<file path="config.mk">
export PLATFORM = sky130hd
export DESIGN_NAME = bcd_counter_ndigit
export DESIGN_NICKNAME = d
export VERILOG_FILES = /design/src/rtl/bcd_counter_ndigit.sv
export SDC_FILE = /design/constraint.sdc
export NUM_CORES = 1
export LEC_CHECK = 0
export ABC_CLOCK_PERIOD_IN_PS = 4400
export CAP_MARGIN = 20
export CORE_MARGIN = 2
export CORE_UTILIZATION = 35
export CTS_BUF_LIST = sky130_fd_sc_hd__clkbuf_8 sky130_fd_sc_hd__clkbuf_16
export DETAILED_ROUTE_END_ITERATION = 10
export PLACE_DENSITY = 0.65
export REMOVE_ABC_BUFFERS = 1
export SLEW_MARGIN = 20
export SYNTH_ARGS = -nofsm -noshare
export SYNTH_HDL_FRONTEND = slang
export SYNTH_SLANG_ARGS = --single-unit
export TNS_END_PERCENT = 100
</file>
<file path="constraint.sdc">
create_clock -name clk -period 4.4 [get_ports clk]
set_clock_uncertainty 0.15 [all_clocks]
set_input_delay 1.1 -clock clk [delete_from_list [all_inputs] [get_ports clk]]
set_output_delay 1.1 -clock clk [all_outputs]
set_load 0.005 [all_outputs]
</file>
<file path="src/rtl/bcd_counter_ndigit.sv">
// bcd_counter_ndigit: N-digit BCD up/down counter with clamped parallel load,
// wrap or saturate behaviour at the range ends and a cascade carry.
module bcd_counter_ndigit #(
    parameter int DIGITS = 4,
    parameter bit WRAP   = 1'b1
) (
    input  logic                  clk,
    input  logic                  reset,
    input  logic                  en,
    input  logic                  up,
    input  logic                  clr,
    input  logic                  load,
    input  logic [4*DIGITS-1:0]   load_val,
    output logic [4*DIGITS-1:0]   count,
    output logic                  tc,
    output logic                  carry_out,
    output logic                  wrap,
    output logic                  load_err
);
    localparam int W = 4 * DIGITS;

    logic [W-1:0]      r_count;
    logic              r_wrap;
    logic              r_load_err;
    logic [W-1:0]      w_step;
    logic [W-1:0]      w_ld;
    logic [DIGITS-1:0] w_bad;
    logic              w_tc;
    logic              w_chain [DIGITS+1];

    // w_chain[i]: all digits below i sit at the end value for this direction
    assign w_chain[0] = 1'b1;

    genvar g;
    generate
        for (g = 0; g < DIGITS; g++) begin : g_dig
            logic [3:0] w_d;
            logic [3:0] w_v;
            logic [3:0] w_inc;
            logic [3:0] w_dec;
            assign w_d   = r_count[4*g +: 4];
            assign w_v   = load_val[4*g +: 4];
            assign w_inc = (w_d == 4'd9) ? 4'd0 : w_d + 4'd1;
            assign w_dec = (w_d == 4'd0) ? 4'd9 : w_d - 4'd1;
            assign w_chain[g+1] = w_chain[g] &
                (up ? (w_d == 4'd9) : (w_d == 4'd0));
            assign w_step[4*g +: 4] = !w_chain[g] ? w_d :
                                      (up ? w_inc : w_dec);
            assign w_bad[g] = (w_v > 4'd9);
            assign w_ld[4*g +: 4] = w_bad[g] ? 4'd9 : w_v;
        end
    endgenerate

    assign w_tc = w_chain[DIGITS];

    always_ff @(posedge clk or negedge reset) begin
        if (!reset) begin
            r_count    <= '0;
            r_wrap     <= 1'b0;
            r_load_err <= 1'b0;
        end else if (clr) begin
            r_count    <= '0;
            r_wrap     <= 1'b0;
            r_load_err <= 1'b0;
        end else if (load) begin
            r_count    <= w_ld;
            r_wrap     <= 1'b0;
            r_load_err <= |w_bad;
        end else if (en) begin
            // at the limit the full step already yields all-0 / all-9
            if (w_tc && !WRAP) begin
                r_count <= r_count;
            end else begin
                r_count <= w_step;
            end
            r_wrap     <= w_tc;
            r_load_err <= 1'b0;
        end else begin
            r_wrap     <= 1'b0;
            r_load_err <= 1'b0;
        end
    end

    assign count     = r_count;
    assign wrap      = r_wrap;
    assign load_err  = r_load_err;
    assign tc        = w_tc;
    assign carry_out = en & w_tc & ~clr & ~load;

endmodule
</file>
==> results.py, run 1 <==
metrics = {
    "yosys": {
        "synth_top_area_cell": "dfrtp_1",
        "ys.flop_type": "dfrtp_1",
        "ys_async_sr_fraction_pct": 100.0,
        "avgSynthCellArea_sq_um": 7.760,
        "syn_area_sq_um": 1769,
        "ys_types": 50,
        "yosysWarnings": 0,
        "netlist_instances": 228,
        "ys_seq_area_share_pct": 25.46,
        "synthTopCellsByArea": "dfrtp_1 25%, ha_1 6.4%, o21ai_0 4.8%",
        "synth_seq_cells": 18,
        "synth_top_area_share_pct": 25.46,
        "synth_edf_count": 0,
        "synth_common_cells": "21 x nand2_1, 20 x nor2_1, 18 x dfrtp_1, 17 x o21ai_0, 15 x clkbuf_1",
        "synth_most_common_cell": "nand2_1",
    },
    "place": {
        "placedCellCount": 332,
        "placed_area_sq_um": 2295,
        "port_buffers": 41,
        "dp_hpwl_um": 3564,
        "place.gp.congestion": 0.8896,
    },
    "route": {
        "wl_per_cell_um": 14.49,
        "wirelength_um": 4855,
        "via_count": 1817,
        "dr.pass1.iters": 4,
        "drc_errors": 0,
        "drtIter0Drc": 103,
        "vias_per_cell": 5.424,
        "ant_nets": 0,
    },
    "die": {
        "dieArea_sq_um": 5639,
        "die_height_um": 75.10,
        "io_pins": 42,
        "start_util_pct": 36.97,
        "fp.dieW_um": 75.10,
        "num_rows": 25,
        "core_area_sq_um": 4786,
    },
    "critical_path": {
        "worstSetupEndpointType": "primary output",
        "crit_arrival_ns": 3.00,
        "crit_fanout": 6,
        "start_kind": "primary input",
        "worstSetupPathType": "in2out",
        "cp.required_ns": 3.15,
    },
    "final_layout": {
        "fin_cells": 335,
        "syn_to_final_growth_pct": 33.38,
        "design_area_sq_um": 2360,
        "final_nets": 301,
        "num_antenna_cells": 0,
        "drive_gt1_share_pct": 9.701,
    },
    "timing": {
        "fmax_mhz": 235.1,
        "slew_violations": 0,
        "relSlewSlack_pct": 41.97,
        "worst_pin_slew_ns": 0.8677,
        "hold_violations": 0,
        "post-route-period-util_pct": 96.69,
        "timing.final.crit_period_ns": 4.254,
        "setup_viol": 0,
        "rsz0062_at_grt": "no",
        "whs_ns": 0.4813,
    },
    "pwr": {
        "p_int_uw": 345.6,
        "pwr-share-seq_pct": 40.3,
        "ir_drop_v": 0.00009074,
        "p_sw_share_pct": 34.36,
        "power.density_nw_per_um2": 223.1,
        "switchingPower_uw": 180.9,
        "p_comb_share_pct": 37.4,
        "clockPowerShare_pct": 22.2,
        "power.leakage_uw": 0.0009416,
    },
    "clock_tree": {
        "cts_root_buffer": "clkbuf_8",
        "clockBufferDepth": 2,
        "cts_tree": "yes",
        "h-tree-depth": 1,
        "clk_latency_ns": 0.26,
        "post_cts_buffers": 0,
        "clk_pin_slew_ns": 0.07,
        "cts.sinks": 18,
        "cts_buffers": 3,
    },
    "global_routing": {
        "antenna_found_initial": 0,
        "grt_pass1_vias": 1615,
        "grt_pass1_wl_um": 7741,
        "grt_use_total_pct": 17.84,
        "grt_overflow_total": 0,
        "grt_max_degree": 31,
    },
    "flow_run": {
        "max_cap_violations": 0,
    },
    "worst_hold_path": {
        "hp-class": "reg2reg",
    },
    "outcome": {
        "status": "finished, final reports clean",
    },
}
==> per-layer routing <==
metal	track usage (%)	vias up	wire length (um)
met4	5.159	0	58
li1	-	913	-
met5	0	-	0
met3	1.339	7	200
met2	28.27	44	2185
met1	25.98	853	2410
==> final timing paths <==
| check | startpoint | endpoint | slack (ns) | depth (start not counted) |
|---|---|---|---|---|
| min | count[8]$_DFFE_PN0P_ | count[8]$_DFFE_PN0P_ | 0.48 | 2 |
| min in group asynchronous | reset | count[7]$_DFFE_PN0P_ | 1.19 | 1 |
| max | up | carry_out | 0.15 | 9 |
| min reg2reg | count[8]$_DFFE_PN0P_ | count[8]$_DFFE_PN0P_ | 0.48 | 2 |
| max reg2reg | count[0]$_DFFE_PN0P_ | count[15]$_DFFE_PN0P_ | 1.54 | 7 |
| max in group asynchronous | reset | count[9]$_DFFE_PN0P_ | 2.38 | 1 |
==> stage by stage <==
stage / setup TNS (ns) / worst slack (ns) / total power [uW] / utilization (%)
floorplan: 0 / 0.6175 / 308.7 / -
global placement: -0.4884 / -0.2848 / 407.3 / 47.95
detailed placement: -0.6427 / -0.3597 / 408.3 / 47.95
CTS: 0 / 0.05339 / 531.5 / 49.23
global route: 0 / 0.04368 / 559.9 / 49.31
finish: 0 / 0.1457 / 526.5 / 49.31
==> sequential cells by signal (all words and copies together) (netlist names) <==
| signal | count |
|---|---|
| count | 16 |
| load_err | 1 |
| wrap | 1 |
==> critical path, cell delays in order <==
cell and delay [ns]:
buf_2 0.14, buf_4 0.14, nor2_1 0.09, nand2_1 0.08
a211o_1 0.30, a2111oi_4 0.33, buf_4 0.16, and3_1 0.16
clkdlybuf4s50_1 0.50
==> area by class of cell <==
| cell class | instances | area (sq um) |
|---|---|---|
| tap | 67 | 83.83 |
| inverter | 12 | 45.04 |
| timing repair buffer | 56 | 518.0 |
| fill | 464 | 2426 |
| clock buffer | 3 | 41.29 |
| sequential | 18 | 450.4 |
| multi-input combinational | 179 | 1221 |
==> logic make-up after synthesis <==
group / after synthesis / share of synthesized area (%)
fa+ha+maj: 9 / 6.365
simple gates: 90 / 26.80
xor+xnor: 4 / 1.980
buf+inv: 31 / 7.142
flops: 18 / 25.46
mux: 4 / 2.263
compound gates: 72 / 29.99
==> cell usage in the layout (no fill, tap or decap), types with 6 or more instances in the layout <==
| master | instances |
|---|---|
| ha_1 | 9 |
| a31oi_1 | 6 |
| nand3b_1 | 6 |
| buf_4 | 15 |
| clkdlybuf4s50_1 | 40 |
| nor2_1 | 20 |
| dfrtp_1 | 18 |
| inv_1 | 12 |
| nand3_1 | 9 |
| nand2b_1 | 9 |
| a21oi_1 | 7 |
| nand2_1 | 21 |
| o21ai_0 | 17 |
==> power by group through the flow <==
stage	clock network, uW	registers [uW]	logic [uW]
floorplan	0	206	102
global placement	0	214	193
CTS	123	212	197
detailed placement	0	214	194
finish	117	212	197
global route	126	216	218
==> timing repair <==
item,in CTS,in global routing
hold buffers,0,0
gates resized for setup,6,4
pin swaps,0,2
setup endpoints to repair,2,2
Power figures use the tool's default switching activity.
==> inputs of run 2 (changes only) <==
Settings changed: CAP_MARGIN 20 to 10.
==> results of run 2 <==
No change in the layout: final DEF, timing and power equal those of run 1.
